<file path="src/rtl/phase_shift_pkg.sv">
// Shared constants for the phase-shift path: processor state codes, scheduler
// state encoding and the default rotation size.
package phase_shift_pkg;

    typedef enum logic [2:0] {
        PS_LISTEN   = 3'b000,
        PS_SHIFT    = 3'b001,
        PS_VALIDATE = 3'b010,
        PS_RESET    = 3'b100
    } proc_state_e;

    typedef enum logic [2:0] {
        ST_IDLE       = 3'd0,
        ST_CALC       = 3'd1,
        ST_ISSUE      = 3'd2,
        ST_WAIT_START = 3'd3,
        ST_WAIT_DONE  = 3'd4
    } sched_state_e;

    localparam int DEFAULT_PHASE_STEPS = 64;

    function automatic int idx_width(input int n);
        return (n > 1) ? $clog2(n) : 1;
    endfunction

endpackage

</file>
<file path="src/rtl/phase_request_scheduler_if.sv">
// Request handshake between a phase requester (master) and the scheduler (slave).
interface phase_request_scheduler_if #(
    parameter int PLL_W   = 1,
    parameter int PHASE_W = 8
);
    logic               req_valid;
    logic [PLL_W-1:0]   req_pll;
    logic [PHASE_W-1:0] req_phase;
    logic               req_ready;

    modport master (output req_valid, req_pll, req_phase, input req_ready);
    modport slave  (input req_valid, req_pll, req_phase, output req_ready);
endinterface

</file>
<file path="src/rtl/phase_delta_calc.sv">
// Forward step count from cur to target, modulo one full rotation.
module phase_delta_calc
    import phase_shift_pkg::*;
#(
    parameter int PHASE_W     = 8,
    parameter int PHASE_STEPS = DEFAULT_PHASE_STEPS
)(
    input  logic [PHASE_W-1:0] i_cur,
    input  logic [PHASE_W-1:0] i_target,
    output logic [PHASE_W-1:0] o_delta,
    output logic               o_zero
);
    localparam logic [PHASE_W:0] STEPS_EXT = (PHASE_W+1)'(PHASE_STEPS);

    logic [PHASE_W:0] w_diff;
    logic [PHASE_W:0] w_mod;

    // One extra bit holds the borrow; a borrow means target is behind cur.
    always_comb begin
        w_diff = {1'b0, i_target} - {1'b0, i_cur};
        w_mod  = w_diff[PHASE_W] ? (w_diff + STEPS_EXT) : w_diff;
    end

    assign o_delta = w_mod[PHASE_W-1:0];
    assign o_zero  = (w_mod == '0);
endmodule

</file>
<file path="src/rtl/phase_request_scheduler.sv">
// Accepts absolute phase requests per PLL, issues forward step counts to the
// phase_shift_processor one at a time and tracks each PLL's current phase.
module phase_request_scheduler
    import phase_shift_pkg::*;
#(
    parameter int NUM_PLLS      = 2,
    parameter int PHASE_W       = 8,
    parameter int PHASE_STEPS   = DEFAULT_PHASE_STEPS,
    parameter int START_TIMEOUT = 16,
    parameter int PLL_W         = idx_width(NUM_PLLS)
)(
    input  logic                          i_clk,
    input  logic                          i_rst_n,
    phase_request_scheduler_if.slave      s_req,
    output logic [PHASE_W-1:0]            o_periods_to_process,
    output logic [PLL_W-1:0]              o_pll_to_update,
    output logic                          o_ready,
    input  logic [2:0]                    i_shift_state,
    output logic                          o_busy,
    output logic                          o_err_timeout,
    output logic                          o_err_range,
    output logic [NUM_PLLS*PHASE_W-1:0]   o_cur_phase_flat
);
    localparam int              TO_W    = $clog2(START_TIMEOUT + 1);
    localparam logic [TO_W-1:0] TO_LAST = TO_W'(START_TIMEOUT - 1);

    sched_state_e       r_state;
    sched_state_e       w_next_state;
    logic [PLL_W-1:0]   r_pll;
    logic [PHASE_W-1:0] r_target;
    logic [PHASE_W-1:0] r_cur_phase [NUM_PLLS];
    logic [PHASE_W-1:0] r_periods;
    logic [PLL_W-1:0]   r_pll_upd;
    logic               r_ready;
    logic               r_issue_cnt;
    logic [TO_W-1:0]    r_to_cnt;
    logic               r_seen_reset;
    logic               r_err_timeout;
    logic               r_err_range;

    logic [PHASE_W-1:0] w_delta;
    logic               w_zero;
    logic               w_accept;
    logic               w_req_bad;
    logic               w_started;
    logic               w_timed_out;
    logic               w_done;

    assign w_accept    = (r_state == ST_IDLE) && s_req.req_valid;
    assign w_req_bad   = ({1'b0, s_req.req_phase} >= (PHASE_W+1)'(PHASE_STEPS)) ||
                         ({1'b0, s_req.req_pll}   >= (PLL_W+1)'(NUM_PLLS));
    assign w_started   = (i_shift_state != PS_LISTEN);
    assign w_timed_out = !w_started && (r_to_cnt == TO_LAST);
    assign w_done      = r_seen_reset && (i_shift_state == PS_LISTEN);

    phase_delta_calc #(
        .PHASE_W     (PHASE_W),
        .PHASE_STEPS (PHASE_STEPS)
    ) u_delta (
        .i_cur    (r_cur_phase[r_pll]),
        .i_target (r_target),
        .o_delta  (w_delta),
        .o_zero   (w_zero)
    );

    // NOTE: sequential state uses non-blocking assignments so every register
    // samples pre-edge values regardless of process evaluation order.
    always_ff @(posedge i_clk or negedge i_rst_n) begin
        if (!i_rst_n) r_state <= ST_IDLE;
        else          r_state <= w_next_state;
    end

    // NOTE: the default assignment first keeps this block free of latches.
    always_comb begin
        w_next_state = r_state;
        case (r_state)
            ST_IDLE:       if (w_accept && !w_req_bad) w_next_state = ST_CALC;
            ST_CALC:       w_next_state = w_zero ? ST_IDLE : ST_ISSUE;
            ST_ISSUE:      if (r_issue_cnt) w_next_state = ST_WAIT_START;
            ST_WAIT_START: begin
                if (w_started)        w_next_state = ST_WAIT_DONE;
                else if (w_timed_out) w_next_state = ST_IDLE;
            end
            ST_WAIT_DONE:  if (w_done) w_next_state = ST_IDLE;
            default:       w_next_state = ST_IDLE;
        endcase
    end

    // NOTE: the phase table is reset explicitly; after reset every PLL is
    // assumed to be at phase 0 until software re-aligns it.
    always_ff @(posedge i_clk or negedge i_rst_n) begin
        if (!i_rst_n) begin
            r_pll         <= '0;
            r_target      <= '0;
            r_periods     <= '0;
            r_pll_upd     <= '0;
            r_ready       <= 1'b0;
            r_issue_cnt   <= 1'b0;
            r_to_cnt      <= '0;
            r_seen_reset  <= 1'b0;
            r_err_timeout <= 1'b0;
            r_err_range   <= 1'b0;
            for (int i = 0; i < NUM_PLLS; i++) r_cur_phase[i] <= '0;
        end else begin
            r_ready <= (w_next_state == ST_ISSUE);
            case (r_state)
                ST_IDLE: begin
                    if (w_accept) begin
                        if (w_req_bad) begin
                            r_err_range <= 1'b1;
                        end else begin
                            r_pll    <= s_req.req_pll;
                            r_target <= s_req.req_phase;
                        end
                    end
                end
                ST_CALC: begin
                    r_issue_cnt <= 1'b0;
                    if (!w_zero) begin
                        r_periods <= w_delta;
                        r_pll_upd <= r_pll;
                    end
                end
                ST_ISSUE: begin
                    r_issue_cnt <= 1'b1;
                    r_to_cnt    <= '0;
                end
                ST_WAIT_START: begin
                    r_to_cnt     <= r_to_cnt + 1'b1;
                    r_seen_reset <= 1'b0;
                    if (w_timed_out) r_err_timeout <= 1'b1;
                end
                ST_WAIT_DONE: begin
                    if (i_shift_state == PS_RESET) r_seen_reset <= 1'b1;
                    if (w_done) r_cur_phase[r_pll] <= r_target;
                end
                default: ;
            endcase
        end
    end

    assign s_req.req_ready      = (r_state == ST_IDLE);
    assign o_busy               = (r_state != ST_IDLE);
    assign o_ready              = r_ready;
    assign o_periods_to_process = r_periods;
    assign o_pll_to_update      = r_pll_upd;
    assign o_err_timeout        = r_err_timeout;
    assign o_err_range          = r_err_range;

    for (genvar g = 0; g < NUM_PLLS; g++) begin : g_flat
        assign o_cur_phase_flat[g*PHASE_W +: PHASE_W] = r_cur_phase[g];
    end
endmodule

</file>
<file path="src/flat_wrapper.sv">
// flat-port wrapper written by rule: the top's interface ports become plain ports
module phase_request_scheduler_flat import phase_shift_pkg::*;
#(
    parameter int NUM_PLLS      = 2,
    parameter int PHASE_W       = 8,
    parameter int PHASE_STEPS   = DEFAULT_PHASE_STEPS,
    parameter int START_TIMEOUT = 16,
    parameter int PLL_W         = idx_width(NUM_PLLS)
)
  (i_clk, i_rst_n, o_periods_to_process, o_pll_to_update, o_ready, i_shift_state, o_busy, o_err_timeout, o_err_range, o_cur_phase_flat, s_req_req_valid, s_req_req_pll, s_req_req_phase, s_req_req_ready);
  phase_request_scheduler_if #(.PLL_W(PLL_W), .PHASE_W(PHASE_W)) s_req_i ();
  input  logic i_clk;
  input  logic i_rst_n;
  output logic [PHASE_W-1:0] o_periods_to_process;
  output logic [PLL_W-1:0] o_pll_to_update;
  output logic o_ready;
  input  logic [2:0] i_shift_state;
  output logic o_busy;
  output logic o_err_timeout;
  output logic o_err_range;
  output logic [NUM_PLLS*PHASE_W-1:0] o_cur_phase_flat;
  input wire logic [$bits(s_req_i.req_valid)-1:0] s_req_req_valid;
  input wire logic [$bits(s_req_i.req_pll)-1:0] s_req_req_pll;
  input wire logic [$bits(s_req_i.req_phase)-1:0] s_req_req_phase;
  output wire logic [$bits(s_req_i.req_ready)-1:0] s_req_req_ready;
  assign s_req_i.req_valid = s_req_req_valid;
  assign s_req_i.req_pll = s_req_req_pll;
  assign s_req_i.req_phase = s_req_req_phase;
  assign s_req_req_ready = s_req_i.req_ready;
  phase_request_scheduler #(.NUM_PLLS(NUM_PLLS), .PHASE_W(PHASE_W), .PHASE_STEPS(PHASE_STEPS), .START_TIMEOUT(START_TIMEOUT), .PLL_W(PLL_W)) u_core (.i_clk(i_clk), .i_rst_n(i_rst_n), .s_req(s_req_i), .o_periods_to_process(o_periods_to_process), .o_pll_to_update(o_pll_to_update), .o_ready(o_ready), .i_shift_state(i_shift_state), .o_busy(o_busy), .o_err_timeout(o_err_timeout), .o_err_range(o_err_range), .o_cur_phase_flat(o_cur_phase_flat));
endmodule
</file>
<file path="config.mk">
export PLATFORM = sky130hd
export DESIGN_NAME = phase_request_scheduler_flat
export DESIGN_NICKNAME = d
export VERILOG_FILES = /design/src/rtl/phase_shift_pkg.sv /design/src/rtl/phase_request_scheduler_if.sv /design/src/rtl/phase_delta_calc.sv /design/src/rtl/phase_request_scheduler.sv /design/src/flat_wrapper.sv
export SDC_FILE = /design/constraint.sdc
export NUM_CORES = 1
export LEC_CHECK = 0
export BUFFER_PORTS_ARGS = -buffer_cell sky130_fd_sc_hd__buf_2
export CAP_MARGIN = 10
export CELL_PAD_IN_SITES_DETAIL_PLACEMENT = 1
export CELL_PAD_IN_SITES_GLOBAL_PLACEMENT = 1
export CORE_UTILIZATION = 39
export CTS_CLUSTER_SIZE = 25
export DETAILED_ROUTE_END_ITERATION = 12
export PLACE_DENSITY = 0.74
export RECOVER_POWER = 25
export REMOVE_ABC_BUFFERS = 1
export SYNTH_ARGS = -nofsm -noshare
export SYNTH_HDL_FRONTEND = slang
export SYNTH_SLANG_ARGS = --single-unit
</file>
<file path="constraint.sdc">
create_clock -name i_clk -period 3.55 [get_ports i_clk]
set_clock_uncertainty 0.2 [all_clocks]
set_input_delay 0.1775 -clock i_clk [delete_from_list [all_inputs] [get_ports i_clk]]
set_output_delay 0.1775 -clock i_clk [all_outputs]
set_load 0.02 [all_outputs]
</file>
Word level (Yosys, flattened, before mapping)
Cells that the tools add are included.
- bits of input ports: 15
- output and inout port bits: 30
- logic and storage cells: 69
- flip-flop bits (word level): 47
- mux-type cells: 18
- bitwise logic cells: 3
- order comparisons: 3
- reductions and logical operators: 21
- eq/ne operators: 8
- add/subtract/negate cells: 3
- operators by type and width (operator ; count):
    two-way mux 8 bit ; 4
    bitwise mux 16 bit ; 1
    two-way mux 3 bit ; 5
    one-hot mux 3 bit (5 select lines) ; 1
    one-hot mux 5 bit (2 select lines) ; 1
    adder 9 x 7 -> 9 bit, second input constant ; 1
    equality test 3 x 2 -> 1 bit, second input constant ; 3
    zero test 9 bit ; 1
    two-way mux 9 bit ; 1
    subtractor 8 x 8 -> 9 bit ; 1
    demux 8 bit (select 1 bit) ; 1
    greater-or-equal comparator 8 x 7 -> 1 bit, second input constant ; 1
    AND reduction 2 bit ; 4
    equality test 3 bit, second input constant ; 2
    zero test 3 bit ; 2
    AND reduction 3 bit ; 2
    nonzero test 2 bit ; 3
    nonzero test 3 bit ; 2
    adder 5 x 1 -> 5 bit, second input constant ; 1
    equality test 5 x 4 -> 1 bit, second input constant ; 1
    logical AND 1 bit ; 5
    one-hot mux 1 bit (2 select lines) ; 2
    equality test 3 x 1 -> 1 bit, second input constant ; 1
    greater-or-equal comparator 2 bit, second input constant ; 1
    other kinds (7) ; 9

Longest topological paths before layout
- word-level depth: 11
- mapped depth: 13
- gate-level depth less buffers: 12

By module
Synthesis repeated with hierarchy kept, for this count alone.
- cells, all modules: 216
- area, all modules: 2577.5 um2
- by module, submodules not included (module ; times used ; cells an instance ; seq. area each (um2) ; area an instance (um2)):
    phase_request_scheduler ; 1 ; 144 ; 1176.1 ; 2023.2
    phase_delta_calc ; 1 ; 72 ; 0.0 ; 554.3

Worst setup path after synthesis
No wires, ideal clock.
- path type: register to register
- start point: reg u_core.r_pll
- end point: reg u_core.r_periods[3], in the netlist u_core.o_periods_to_process[3]
- setup slack: -0.259 ns
- data required time: 3.222 ns
- buffers on the path: 1
- library setup time: 0.128 ns
- arrival time: 3.481 ns
- cell stages (with the launch flop): 13
- period minus slack after synthesis: 3.809 ns
- path through: dfrtp_1 -> buf_1 -> mux2_2 -> ha_1 -> fa_1 -> nand3b_1 -> a21o_1 -> nand2_1 -> xor2_1 -> ha_1 -> mux2_1 -> o21ai_4 -> mux2_1
- word-level cells in the longest chain between the ends: 10
- ends and longest elaborated chain (item ; RTL line ; text):
    start, declared ; phase_request_scheduler.sv:29 ; logic [PLL_W-1:0] r_pll;
    start signal, assigned ; phase_request_scheduler.sv:112 ; r_pll <= s_req.req_pll;
    NOT 1 -> 2 bit (implied by the code) * ; phase_request_scheduler.sv:60 ; .i_cur (r_cur_phase[r_pll]),
    two-way mux 8 bit (implied by the code) * (3 in a row) ; phase_request_scheduler.sv:60 ;
    subtractor 8 x 8 -> 9 bit * ; phase_delta_calc.sv:20 ; w_diff = {1'b0, i_target} - {1'b0, i_cur};
    adder 9 x 7 -> 9 bit ; phase_delta_calc.sv:21 ; w_mod = w_diff[PHASE_W] ? (w_diff + STEPS_EXT) : w_diff;
    two-way mux 9 bit * ; phase_delta_calc.sv:21 ;
    zero test 9 bit ; phase_delta_calc.sv:25 ; assign o_zero = (w_mod == '0);
    NOT 1 bit (no line) ; - ;
    AND reduction 2 bit (no line) ; - ;
    end signal, assigned ; phase_request_scheduler.sv:120 ; r_periods <= w_delta;
    end, declared ; phase_request_scheduler.sv:32 ; logic [PHASE_W-1:0] r_periods;
Mark *: on every way between the ends. The rest lies on a longest branch, timed or not. The select of a mux whose other input is x is not followed.
A chain may end at the register's enable or synchronous reset.

Worst setup path in the final report
- start point: reg u_core.r_pll
- end point: reg u_core.r_pll_upd, in the netlist u_core.o_pll_to_update
- word-level cells in the longest chain between the ends: 10
- ends and longest elaborated chain (item ; RTL line ; text):
    NOT 1 -> 2 bit (implied by the code) ; phase_request_scheduler.sv:60 ;
    two-way mux 8 bit (implied by the code) (3 in a row) ; phase_request_scheduler.sv:60 ;
    subtractor 8 x 8 -> 9 bit ; phase_delta_calc.sv:20 ;
    adder 9 x 7 -> 9 bit ; phase_delta_calc.sv:21 ;
    two-way mux 9 bit ; phase_delta_calc.sv:21 ;
    zero test 9 bit ; phase_delta_calc.sv:25 ;
    NOT 1 bit (no line) ; - ;
    AND reduction 2 bit (no line) ; - ;
    end signal, assigned ; phase_request_scheduler.sv:121 ; r_pll_upd <= r_pll;
    end, declared ; phase_request_scheduler.sv:33 ; logic [PLL_W-1:0] r_pll_upd;
Parallel ways exist; a longest one is shown, timed or not. The select of a mux whose other input is x is not followed.

==> summary.md <==
| Metric | Value |
|---|---|
| Fin Setup TNS | `0 ps` |
| Fillers | `677` |
| Final min period | `3430 ps` |
| R2r worst-path depth | `11` |
| Drt initial violations | `108` |
| Largest net degree at the start of global routing | `48` |
| Total core area | `5960 um2` |
| Vias in the first global route | `1863` |
| Worst R2R End | `u_core.o_pll_to_update` |
| Initial antenna violation count | `0` |
| Crit Path Max Fanout | `6` |
| Initial Util | `40.8%` |
| Crit-path cells | `mux2_2 -> ha_1 -> fa_1 -> nand3b_1 -> a21o_1 -> nand2_2 -> xor2_1 -> ha_1 -> mux2_2 -> o21ai_4 -> mux2_1` |
| Worst Path Required | `3530 ps` |
| Routability cong. | `0.775` |
| Worst-case clock buffer depth | `2` |
| Row Count | `28` |
| Tcrit/Tclk final | `96.6%` |
| Fmax | `0.292 GHz` |
| I/O pin count | `45` |
| HP Class | `input port to flop` |
| Status | `finished clean` |
| TritonCTS clock tree | `done` |
| Drt pass-1 iters | `4` |
| Hold Vio Cnt, Final | `0` |
| CP Launch Type | `flop` |
| Die width | `80.9 um` |
| Total Routing Usage GR | `19.2%` |
| Sequential fraction of the synthesis area | `48.4%` |
| CTS clk-pin slew, worst paths | `80 ps` |
| Synthesized flop and latch total | `47` |
| Area Overhead vs Synth | `23.1%` |
| MaxCap Viol Count | `0` |
| Worst Hold Launch | `i_shift_state[0]` |
| Final Util | `50.2%` |
| DRC | `0` |
| Final Setup Violations | `0` |
| Leak | `0.00151 uW` |
| Relative slew slack | `19.9%` |
| Hold path cells | `4` |
| Non-Filler Instances | `357` |
| FF+latch area | `1180 um2` |
| H-tree depth | `2` |
| Total CTS buffers | `5` |
| Avg Cell Area, Syn | `11.0 um2` |
| Area of the multi-input gates | `1240 um2` |
| Chip height | `80.9 um` |
| Worst-Skew Late Latency | `300 ps` |
| Hold endpoint | `u_core.r_seen_reset` |
| Max stage delay on crit path | `410 ps` |
| Antenna cells | `0` |
| Post-Syn Instances | `220` |
| Die area | `6550 um2` |
| Worst setup EP type | `flop` |
| Global-route wire length before repair | `9.45 mm` |
| Least-Margin Pin Slew | `1200 ps` |
| Clk root buf | `clkbuf_8` |
| Routed WL | `5.76 mm` |
| Port Buffers | `44` |
| DR WL/cell | `16.1 um` |
| Total Power | `2400 uW` |
| Slew Viols, Final | `0` |
| PwrDens | `804 nW/um2` |
| Crit path max-delay family | `multiplexers` |
| Critical path buffers and inverters | `0` |
| Post-synthesis cell type count | `39` |
| Vias | `1861` |
| DR vias/cell | `5.21` |
| Mapped Area | `2430 um2` |
| Worst R2R Start | `u_core.r_pll` |
| CTS Sinks | `47` |
| Syn. warnings | `0` |
| Peak supply drop | `331 uV` |
| Routed Antenna Nets | `0` |
| Hpwl dp | `4.08 mm` |
| Critical path's slowest cell | `fa_1` |
| CP arrival | `3410 ps` |
| Inst Count DP | `338` |
| Reg-to-reg slack, setup | `120 ps` |
| Final #Nets | `312` |
| Share of layout cells above drive strength 1 | `29.8%` |
| Worst hold slack | `103 ps` |
| Global route overflow | `0` |
| CP Class | `flop to flop` |
-- worst reg2reg max path, delay by kind of cell (launching register included) --
family / cells / cell delay (ps)
adder cells (fa/ha/maj): 3 / 850
AO/OA/AOI/OAI: 2 / 450
AND/OR/NAND/NOR: 2 / 320
multiplexers: 3 / 970
XOR/XNOR: 1 / 160
flip-flops: 1 / 360
-- cell usage in the layout (no fill, tap or decap), drive strengths merged, types with 2 or more instances in the layout --
| master | netlist | final |
|---|---|---|
| a22o | 3 | 3 |
| or3 | 4 | 4 |
| nand2b | 3 | 3 |
| dfrtp | 47 | 47 |
| clkbuf | 6 | 15 |
| a21oi | 7 | 7 |
| a21o | 8 | 8 |
| mux2 | 26 | 26 |
| xor2 | 4 | 4 |
| nand2 | 22 | 22 |
| nor2 | 11 | 11 |
| and3 | 2 | 2 |
| nor3 | 5 | 5 |
| ha | 13 | 13 |
| nor2b | 2 | 2 |
| buf | 1 | 44 |
| a211oi | 3 | 3 |
| mux2i | 9 | 9 |
| nand4 | 2 | 2 |
| inv | 8 | 8 |
| and2 | 2 | 2 |
| dlygate4sd3 | 0 | 10 |
| nand3 | 7 | 7 |
| o21ai | 13 | 13 |
-- through the flow --
step	setup WS, ps	cell area (um2)
after floorplan	-92.1	2400
after global placement	112	2760
after detailed placement	26.0	2760
after CTS	10.4	2940
after global routing	-22.9	2990
final	121	2990
-- layer usage --
metal / global-route usage, % / share of wire (%)
met1: 26.6 / 49
met5: 0 / 0
met3: 3.48 / 2.5
met2: 30.1 / 47
met4: 6.25 / 1.1
-- cells by family after synthesis --
kind of cell | after synthesis | share of synthesized area, %
and+or+nand+nor | 63 | 12.5
DFF | 47 | 48.4
buffers and inverters | 15 | 2.32
muxes | 35 | 15.8
AOI/OAI and AO/OA | 42 | 12.1
xor gates and xnor gates | 4 | 1.44
adders and majority gates | 14 | 7.52
-- timing repair --
action,4_1_cts,5_1_grt
pin swaps,0,4
hold buffers,10,0
gates cloned,0,0
buffers inserted,0,3
endpoints found under the hold margin,55,0
gates resized for setup,1,11
setup endpoints to repair,3,7
-- layout make-up --
cell class                      count  area share [%]
Timing Repair Buffer               63            12.7
Sequential cell                    47            39.3
Tap cell                           75            3.14
Clock buffer                        6            2.43
Multi-Input combinational cell    158            41.4
Inverter                            8            1.00
-- synthesized netlist by cell type --
cell type	instances	area, um2
dfrtp_1	47	1180
mux2_2	22	248
nand2_1	22	82.6
ha_1	13	163
o21ai_0	12	60.1
mux2i_1	9	90.1
nor2_1	9	33.8
a21o_1	8	60.1
inv_1	8	30.0
a21oi_1	7	35.0
nand3_1	7	35.0
clkbuf_1	6	22.5
nor3_1	5	25.0
mux2_1	4	45.0
or3_1	4	25.0
xor2_1	4	35.0
a22o_1	3	26.3
nand2b_1	3	18.8
a211oi_1	2	15.0
and2_1	2	12.5
and3_1	2	12.5
nand4_1	2	12.5
nor2_2	2	12.5
nor2b_1	2	12.5
a2111oi_0	1	8.76
a211oi_2	1	12.5
a21bo_1	1	10.0
a311o_1	1	10.0
a31oi_1	1	6.26
a41o_1	1	10.0
buf_1	1	3.75
fa_1	1	20.0
nand3b_1	1	7.51
nor4_1	1	6.26
o2111ai_1	1	8.76
o21ai_4	1	16.3
o21bai_1	1	7.51
o31ai_1	1	7.51
or2_2	1	6.26
-- registers in the layout, indices dropped and copies added (netlist names) --
| register | flops |
|---|---|
| u_core.o_periods_to_process | 8 |
| u_core.o_pll_to_update | 1 |
| u_core.r_seen_reset | 1 |
| u_core.o_err_timeout | 1 |
| u_core.o_err_range | 1 |
| u_core.o_cur_phase_flat | 16 |
| u_core.r_issue_cnt | 1 |
| u_core.r_target | 8 |
| u_core.r_state | 3 |
| u_core.r_pll | 1 |
| u_core.o_ready | 1 |
| u_core.r_to_cnt | 5 |
-- how the worst max path moves through the flow --
stage | start | to | slack, ps | cells after the start
2_1_floorplan | u_core.r_pll | u_core.o_periods_to_process[3] | -90 | 11
3_3_place_gp | u_core.r_pll | u_core.o_periods_to_process[4] | 110 | 11
3_5_place_dp | u_core.r_pll | u_core.o_periods_to_process[3] | 30 | 10
4_1_cts | u_core.r_pll | u_core.o_periods_to_process[3] | 10 | 11
5_1_grt | u_core.r_pll | u_core.o_pll_to_update | -20 | 11
6_report | u_core.r_pll | u_core.o_pll_to_update | 120 | 11
-- power breakdown --
part / internal (uW) / total (uW) / switching, uW
logic: 524 / 1250 / 726
clock network: 132 / 302 / 170
registers: 693 / 851 / 158
total: 1350 / 2400 / 1050
(Power assumes the default switching activity.)
